--- config.mk ---
export PLATFORM = sky130hd
export DESIGN_NAME = program_loader_flat
export DESIGN_NICKNAME = d
export VERILOG_FILES = /design/src/rtl/program_loader_if.sv /design/src/rtl/program_loader.sv /design/src/flat_wrapper.sv
export SDC_FILE = /design/constraint.sdc
export NUM_CORES = 1
export LEC_CHECK = 0
export ABC_AREA = 1
export CELL_PAD_IN_SITES_DETAIL_PLACEMENT = 1
export CELL_PAD_IN_SITES_GLOBAL_PLACEMENT = 2
export CORE_MARGIN = 2
export CORE_UTILIZATION = 32
export CTS_CLUSTER_SIZE = 28
export DETAILED_ROUTE_END_ITERATION = 10
export PLACE_DENSITY = 0.84
export SLEW_MARGIN = 10
export SYNTH_ARGS = -nofsm -noshare
export SYNTH_HDL_FRONTEND = slang
export SYNTH_SLANG_ARGS = --single-unit
--- constraint.sdc ---
create_clock -name Clock -period 2.5 [get_ports Clock]
set_clock_uncertainty 0.15 [all_clocks]
set_input_delay 0.5 -clock Clock [delete_from_list [all_inputs] [get_ports Clock]]
set_output_delay 0.5 -clock Clock [all_outputs]
set_load 0.01 [all_outputs]
--- src/rtl/program_loader_if.sv ---
// Byte-stream input and instruction-memory write port of the program loader.
// The slave modport is the loader side and the master modport is the source/memory side.
interface program_loader_if #(
  parameter int unsigned ADDR_WIDTH = 10
);
  logic [7:0]            iByte;
  logic                  iByteValid;
  logic                  oByteReady;
  logic                  oWriteEnable;
  logic [ADDR_WIDTH-1:0] oWriteAddress;
  logic [27:0]           oWriteData;

  modport master (
    output iByte,
    output iByteValid,
    input  oByteReady,
    input  oWriteEnable,
    input  oWriteAddress,
    input  oWriteData
  );

  modport slave (
    input  iByte,
    input  iByteValid,
    output oByteReady,
    output oWriteEnable,
    output oWriteAddress,
    output oWriteData
  );
endinterface

--- src/rtl/program_loader.sv ---
// Framed byte-stream loader for the mini CPU instruction memory.
// Defining LOADER_CHECKSUM_EN adds a trailing checksum byte and a CHECK state.
module program_loader #(
  parameter int unsigned ADDR_WIDTH = 10,
  parameter logic [7:0]  START_BYTE = 8'hA5
) (
  input  logic            Clock,
  input  logic            Reset,
  program_loader_if.slave bus,
  output logic            oCpuReset,
  output logic            oDone,
  output logic            oError
);

  typedef enum logic [2:0] {
    S_IDLE,
    S_LEN_LO,
    S_LEN_HI,
    S_DATA,
    S_WRITE,
`ifdef LOADER_CHECKSUM_EN
    S_CHECK,
`endif
    S_RUN,
    S_ERROR
  } state_t;

`ifdef LOADER_CHECKSUM_EN
  localparam state_t S_TAIL = S_CHECK;
`else
  localparam state_t S_TAIL = S_RUN;
`endif

  localparam logic [16:0] CAP = 17'd1 << ADDR_WIDTH;

  state_t r_state;
  state_t w_next;

  logic                  r_ready;
  logic                  r_we;
  logic                  r_cpurst;
  logic                  r_done;
  logic                  r_err;
  logic [7:0]            r_len_lo;
  logic [15:0]           r_len;
  logic [15:0]           r_wcnt;
  logic [1:0]            r_idx;
  logic [23:0]           r_asm;
  logic [ADDR_WIDTH-1:0] r_addr;
  logic [ADDR_WIDTH-1:0] r_waddr;
  logic [27:0]           r_wdata;

  logic        w_acc;
  logic        w_start;
  logic        w_last;
  logic [15:0] w_len;

  assign w_acc   = bus.iByteValid && r_ready;
  assign w_start = w_acc && (bus.iByte == START_BYTE);
  assign w_len   = {bus.iByte, r_len_lo};
  assign w_last  = ({1'b0, r_wcnt} + 17'd1) == {1'b0, r_len};

`ifdef LOADER_CHECKSUM_EN
  logic [7:0] r_sum;
  logic [7:0] w_ck;
  assign w_ck = bus.iByte + r_sum;
`endif

  always_ff @(posedge Clock) begin
    if (Reset) r_state <= S_IDLE;
    else       r_state <= w_next;
  end

  always_comb begin
    w_next = r_state;
    unique case (r_state)
      S_IDLE, S_RUN, S_ERROR: begin
        if (w_start) w_next = S_LEN_LO;
      end
      S_LEN_LO: begin
        if (w_acc) w_next = S_LEN_HI;
      end
      S_LEN_HI: begin
        if (w_acc) begin
          if ({1'b0, w_len} > CAP) w_next = S_ERROR;
          else if (w_len == 16'd0) w_next = S_TAIL;
          else                     w_next = S_DATA;
        end
      end
      S_DATA: begin
        if (w_acc && r_idx == 2'd3) w_next = S_WRITE;
      end
      S_WRITE: begin
        w_next = w_last ? S_TAIL : S_DATA;
      end
`ifdef LOADER_CHECKSUM_EN
      S_CHECK: begin
        if (w_acc) w_next = (w_ck == 8'h00) ? S_RUN : S_ERROR;
      end
`endif
      default: w_next = S_IDLE;
    endcase
  end

  // Status and strobe flags are registered from the next state so they
  // line up with the state they describe, one edge after the trigger.
  always_ff @(posedge Clock) begin
    if (Reset) begin
      r_ready  <= 1'b0;
      r_we     <= 1'b0;
      r_cpurst <= 1'b1;
      r_done   <= 1'b0;
      r_err    <= 1'b0;
      r_len_lo <= '0;
      r_len    <= '0;
      r_wcnt   <= '0;
      r_idx    <= '0;
      r_asm    <= '0;
      r_addr   <= '0;
      r_waddr  <= '0;
      r_wdata  <= '0;
    end else begin
      r_ready  <= (w_next != S_WRITE);
      r_we     <= (w_next == S_WRITE);
      r_cpurst <= (w_next != S_RUN);
      r_done   <= (w_next == S_RUN);
      r_err    <= (w_next == S_ERROR);
      if (r_state == S_LEN_LO && w_acc) r_len_lo <= bus.iByte;
      if (r_state == S_LEN_HI && w_acc) begin
        r_len  <= w_len;
        r_wcnt <= '0;
        r_idx  <= '0;
        r_addr <= '0;
      end
      if (r_state == S_DATA && w_acc) begin
        r_idx <= r_idx + 2'd1;
        unique case (r_idx)
          2'd0: r_asm[7:0]   <= bus.iByte;
          2'd1: r_asm[15:8]  <= bus.iByte;
          2'd2: r_asm[23:16] <= bus.iByte;
          default: begin
            // Outputs only move on the edge into WRITE.
            r_wdata <= {bus.iByte[3:0], r_asm};
            r_waddr <= r_addr;
          end
        endcase
      end
      if (r_state == S_WRITE) begin
        r_addr <= r_addr + 1'b1;
        r_wcnt <= r_wcnt + 16'd1;
      end
    end
  end

`ifdef LOADER_CHECKSUM_EN
  always_ff @(posedge Clock) begin
    if (Reset)                        r_sum <= '0;
    else if (r_state == S_LEN_LO)     r_sum <= '0;
    else if (r_state == S_DATA && w_acc)
      r_sum <= r_sum + bus.iByte;
  end
`endif

  assign bus.oByteReady    = r_ready;
  assign bus.oWriteEnable  = r_we;
  assign bus.oWriteAddress = r_waddr;
  assign bus.oWriteData    = r_wdata;
  assign oCpuReset         = r_cpurst;
  assign oDone             = r_done;
  assign oError            = r_err;

endmodule

--- src/flat_wrapper.sv ---
// flat-port wrapper written by rule: the top's interface ports become plain ports
module program_loader_flat 
#(
  parameter int unsigned ADDR_WIDTH = 10,
  parameter logic [7:0]  START_BYTE = 8'hA5
)
  (Clock, Reset, oCpuReset, oDone, oError, bus_iByte, bus_iByteValid, bus_oByteReady, bus_oWriteEnable, bus_oWriteAddress, bus_oWriteData);
  program_loader_if #(.ADDR_WIDTH(ADDR_WIDTH)) bus_i ();
  input  logic Clock;
  input  logic Reset;
  output logic oCpuReset;
  output logic oDone;
  output logic oError;
  input wire logic [$bits(bus_i.iByte)-1:0] bus_iByte;
  input wire logic [$bits(bus_i.iByteValid)-1:0] bus_iByteValid;
  output wire logic [$bits(bus_i.oByteReady)-1:0] bus_oByteReady;
  output wire logic [$bits(bus_i.oWriteEnable)-1:0] bus_oWriteEnable;
  output wire logic [$bits(bus_i.oWriteAddress)-1:0] bus_oWriteAddress;
  output wire logic [$bits(bus_i.oWriteData)-1:0] bus_oWriteData;
  assign bus_i.iByte = bus_iByte;
  assign bus_i.iByteValid = bus_iByteValid;
  assign bus_oByteReady = bus_i.oByteReady;
  assign bus_oWriteEnable = bus_i.oWriteEnable;
  assign bus_oWriteAddress = bus_i.oWriteAddress;
  assign bus_oWriteData = bus_i.oWriteData;
  program_loader #(.ADDR_WIDTH(ADDR_WIDTH), .START_BYTE(START_BYTE)) u_core (.Clock(Clock), .Reset(Reset), .bus(bus_i), .oCpuReset(oCpuReset), .oDone(oDone), .oError(oError));
endmodule
# Word level (Yosys, flattened, before mapping)
# Cells that the tools add are included.
# word_totals
regBits	122
# classes
add_sub_neg	4
n_lt_le_gt_ge	1
n_eq_ne	16
muxes	14
bitwise	1
reduce_logical	17
# ops
cell	count
two-way mux 16 bit	2
two-way mux 3 bit	7
two-way mux 10 bit	2
== test 3 bit (second input constant)	6
adder 16 x 1 -> 17 bit (second input constant)	1
== test 17 x 16 -> 1 bit	1
adder 16 x 1 -> 16 bit (second input constant)	1
greater-than comparator 16 x 11 -> 1 bit (second input constant)	1
logical NOT 16 bit	1
one-hot mux 3 bit (5 select lines)	1
adder 10 x 1 -> 10 bit (second input constant)	1
== test 8 bit (second input constant)	1
AND reduction 2 bit	4
== test 3 x 2 -> 1 bit (second input constant)	2
logical AND 1 bit	6
!= test 3 bit (second input constant)	2
OR reduction 3 bit	2
== test 2 bit (second input constant)	2
two-way mux 2 bit	2
nonzero test 2 bit	2
== test 3 x 1 -> 1 bit (second input constant)	1
logical NOT 3 bit	1
adder 2 x 1 -> 2 bit (second input constant)	1
== test 2 x 1 -> 1 bit (second input constant)	1
other kinds (2)	2

# Depth between registers and ports, before layout
# logic_depth
word_depth	6
depth_mapped	15

# Least setup slack after synthesis
# No wires, ideal clock.
# synth_path
path_type	register to register
from	register u_core.r_wcnt[0]
to	register u_core.r_cpurst, in the netlist u_core.oCpuReset
setup_ps	115
t_arrival_ps	1664
required_ps	2235
slack_ps	571
path_stages_with_launch	13
path_buffers	0
cell_sequence	dfxtp_1 > ha_1 > nand2_2 > nor2_2 > nand3_1 > xor3_1 > nand2_1 > nor2_1 > nand3_1 > nand2_1 > nand2_1 > nor2_1 > nand2_1
# synth_via
elab_chain_len	5
# synth_lines
item	line	text
from (decl)	program_loader.sv:46	logic [15:0] r_wcnt;
from (signal assigned)	program_loader.sv:150	r_wcnt <= r_wcnt + 16'd1;
adder 16 x 1 -> 17 bit	program_loader.sv:61	assign w_last = ({1'b0, r_wcnt} + 17'd1) == {1'b0, r_len};
== test 17 x 16 -> 1 bit	program_loader.sv:61	
two-way mux 3 bit	program_loader.sv:94	w_next = w_last ? S_TAIL : S_DATA;
one-hot mux 3 bit (5 select lines)	program_loader.sv:76	unique case (r_state)
!= test 3 bit	program_loader.sv:125	r_cpurst <= (w_next != S_RUN);
to (signal assigned)	program_loader.sv:125	
to (decl)	program_loader.sv:41	logic r_cpurst;
# Every way passes these cells.
# A chain may end at the register's enable or synchronous reset.

# Worst setup path in the final report
# layout_path
from	register u_core.r_wcnt[1]
to	register u_core.r_cpurst, in the netlist u_core.oCpuReset
# The elaborated chain is that of the path after synthesis.

==> results.sh <==
export IMPL_route_detailed_drc=0
export IMPL_stdcell_area_um2=6903
export IMPL_hp_class="flop to flop"
export IMPL_die_area_um2=17780
export IMPL_vdd_drop_max_uv=456.6
export IMPL_wl_um=16600
export IMPL_clk_pin_slew_ns=0.06
export IMPL_ant_nets=0
export IMPL_ys_flop_type="dfxtp_1"
export IMPL_die_h_um=133.3
export IMPL_h_tree_depth=4
export IMPL_seq_power_share=0.417
export IMPL_syn_area_um2=5354
export IMPL_min_from="u_core.r_asm[3]"
export IMPL_ys_seq_elements=122
export IMPL_synthCells=740
export IMPL_ctsLongestPathBuffers=2
export IMPL_synth_seq_area_share=0.4562
export IMPL_fin_crit_ns=2.286
export IMPL_cp_slowest_cell="dfxtp_2"
export IMPL_place_area_um2=6281
export IMPL_required_ns=2.66
export IMPL_cts_tree="built"
export IMPL_drv_slew=0
export IMPL_cp_common_cell="nand2_1"
export IMPL_vias=5173
export IMPL_fin_crit_sh=0.9145
export IMPL_run_status="complete, no violations"
export IMPL_drive_gt1_frac=0.1107
export IMPL_max_slew_margin_rel=0.7124
export IMPL_gp_congestion=0.8456
export IMPL_finalSetupViolCount=0
export IMPL_detail_route_wl_per_cell_um=15.93
export IMPL_grt_pass1_vias=5293
export IMPL_nets=827
export IMPL_crit_path_start="u_core.r_wcnt[1]"
export IMPL_grt_pass1_wl_um=27570
export IMPL_tightest_slew_ns=0.4298
export IMPL_rows=47
export IMPL_gr_total_overflow=0
export IMPL_intPower_w=0.003634
export IMPL_fmax_mhz=437.4
export IMPL_synth_edf_count=0
export IMPL_cts_sinks=122
export IMPL_ys_types=33
export IMPL_fin_ws_ns=0.2138
export IMPL_cp_max_fo=4
export IMPL_grt_usage=0.1944
export IMPL_synth_area_leaders="dfxtp_1, a21oi_1, nand2_1"
export IMPL_synth_top_area_frac=0.4562
export IMPL_ys_async_sr_fraction=0
export IMPL_drt_pass1_iter_count=4
export IMPL_diodes=0
export IMPL_path_cells="ha_2 -> nand3_1 -> nor2_2 -> nand4_1 -> nand2_1 -> nand2_1 -> nand2_1 -> nand2_1 -> nor2_1 -> nand3_1 -> nand2_1 -> nand2_1 -> nor2_1 -> nand2_1"
export IMPL_critPathKind="flop to flop"
export IMPL_cap_violations=0
export IMPL_synth_nets=757
export IMPL_r2r_start="u_core.r_wcnt[1]"
export IMPL_yosys_area_top_type="dfxtp_1"
export IMPL_p_per_area_nw_per_um2=684.9
export IMPL_p_sw_w=0.001094
export IMPL_grt_antenna_before_repair=0
export IMPL_critPathTopFamily="simple AND/OR/NAND/NOR gates"
export IMPL_die_w_um=133.3
export IMPL_worst_path_largest_cell_delay_ns=0.35
export IMPL_endpoint_kind="flop"
export IMPL_hpwl_um=11890
export IMPL_start_util=0.3252
export IMPL_yosys_warnings=0
export IMPL_root_buffer="clkbuf_16"
export IMPL_pwr_share_comb=0.046
export IMPL_whs_ns=0.3049
export IMPL_arrival_ns=2.44
export IMPL_io_pins=54
export IMPL_clkPwrFrac=0.537
export IMPL_synth_area_per_cell_um2=7.235
export IMPL_drt_iter0_markers=269
export IMPL_numCtsBuffers=17
export IMPL_leakagePower_nw=2.633
export IMPL_finalHoldViolations=0
export IMPL_grt_max_degree=57
export IMPL_dpl_worst_slack_ns=0.03750
export IMPL_port_buffer_count=53
export IMPL_clock_latency_ns=0.42
export IMPL_timing_critical_path_buf_inv=0
export IMPL_area_growth_pct=28.93
export IMPL_core_area_um2=16470
export IMPL_vias_per_cell=4.964
export IMPL_switching_share=0.2313
export IMPL_worstSetupStartpointType="flop"
[cells in the mapped netlist (all sizes together) (3+ instances only)]
library cell  instances
nand2               136
dfxtp               122
a21oi               100
o21ai                94
nor2                 86
inv                  81
nand3                39
clkbuf               28
nand4                 9
nand3b                7
a211oi                6
ha                    6
nor3                  6
buf                   4
clkinv                3
[worst reg2reg max path, stage by stage, from the launching register on]
cell and delay [ns]:
dfxtp_2 0.35, ha_2 0.22, nand3_1 0.16, nor2_2 0.20
nand4_1 0.19, nand2_1 0.13, nand2_1 0.07, nand2_1 0.10
nand2_1 0.06, nor2_1 0.10, nand3_1 0.08, nand2_1 0.13
nand2_1 0.09, nor2_1 0.10, nand2_1 0.05
[sequential cells by signal (all words and copies together), names as in the netlist, 2 cells and up]
| name | cells |
|---|---|
| u_core.bus.oWriteData | 28 |
| u_core.r_idx | 2 |
| u_core.r_asm | 24 |
| u_core.r_len | 16 |
| u_core.r_addr | 10 |
| u_core.r_len_lo | 8 |
| u_core.bus.oWriteAddress | 10 |
| u_core.r_wcnt | 16 |
| u_core.r_state | 3 |
[logic make-up (layout without fill, tap and decap cells)]
kind of cell               Yosys count  count (layout)  synth area share
and+or+nand+nor                    287             287            0.2372
adders and majority gates            6               6           0.01402
AOI/OAI and AO/OA                  205             205            0.1977
xor gates and xnor gates             4               4           0.01239
DFF                                122             122            0.4562
buffers and inverters              116             198           0.08250
[what timing repair did]
item / 4_1_cts / 5_1_grt
gates resized for setup: 0 / 3
hold endpoints to repair: 0 / 0
hold buffers: 0 / 0
setup endpoints to repair: 0 / 3
buffers inserted: 0 / 1
[layout make-up]
cell class,count,area [um^2]
clock buffer,18,439.2
clock inverter,13,168.9
fill,2058,9563
inverter,84,315.3
multi-input combinational,502,2480
sequential,122,2444
tap,220,275.3
timing repair buffer,83,780.7
[cell usage in the layout, fill, tap and decap left out, types with 3 or more instances in the layout]
| master | count |
|---|---|
| clkinv_1 | 3 |
| clkinv_4 | 3 |
| nand4_1 | 9 |
| buf_4 | 28 |
| nand2_1 | 128 |
| nor2_1 | 72 |
| inv_1 | 79 |
| o21ai_0 | 93 |
| clkinvlp_4 | 4 |
| bufinv_16 | 3 |
| nand2_2 | 7 |
| a211oi_1 | 6 |
| clkbuf_16 | 17 |
| nor2_4 | 4 |
| nor2_2 | 10 |
| dfxtp_1 | 121 |
| a21oi_1 | 100 |
| ha_1 | 5 |
| nor3_1 | 6 |
| nand3b_1 | 7 |
| nand3_1 | 38 |
| clkdlybuf4s50_1 | 53 |
[through the flow]
stage	instances	total power (W)	util	TNS [ns]
final	1042	0.004728	0.4192	0
after global routing	1042	0.004898	0.4192	-0.01171
after CTS	1041	0.004785	0.4184	0
after detailed placement	1010	0.002233	0.3815	0
after global placement	1010	0.002227	0.3815	0
after floorplan	740	0.002132	-	0
[power groups by stage]
stage	Combinational [W]	Clock [W]	Sequential, W
after floorplan	0.000120	0	0.00201
after global placement	0.000212	0	0.00201
after detailed placement	0.000217	0	0.00202
after CTS	0.000218	0.00259	0.00197
after global routing	0.000244	0.00268	0.00198
final	0.000217	0.00254	0.00197
[final timing paths]
path | to | slack, ns | depth (start not counted)
max | u_core.oCpuReset | 0.21 | 14
min | u_core.bus.oWriteData[3] | 0.30 | 2
max reg2reg | u_core.oCpuReset | 0.21 | 14
min reg2reg | u_core.bus.oWriteData[3] | 0.30 | 2
[routing by layer]
metal  share of wire  GRT usage  vias up
met3           0.029    0.04110       22
met4           0.018    0.06442        0
met1            0.46     0.2440     2502
li1                -          -     2567
met2            0.49     0.3328       82
met5               0          0        -
No activity file was read; power rests on OpenSTA's default activity.
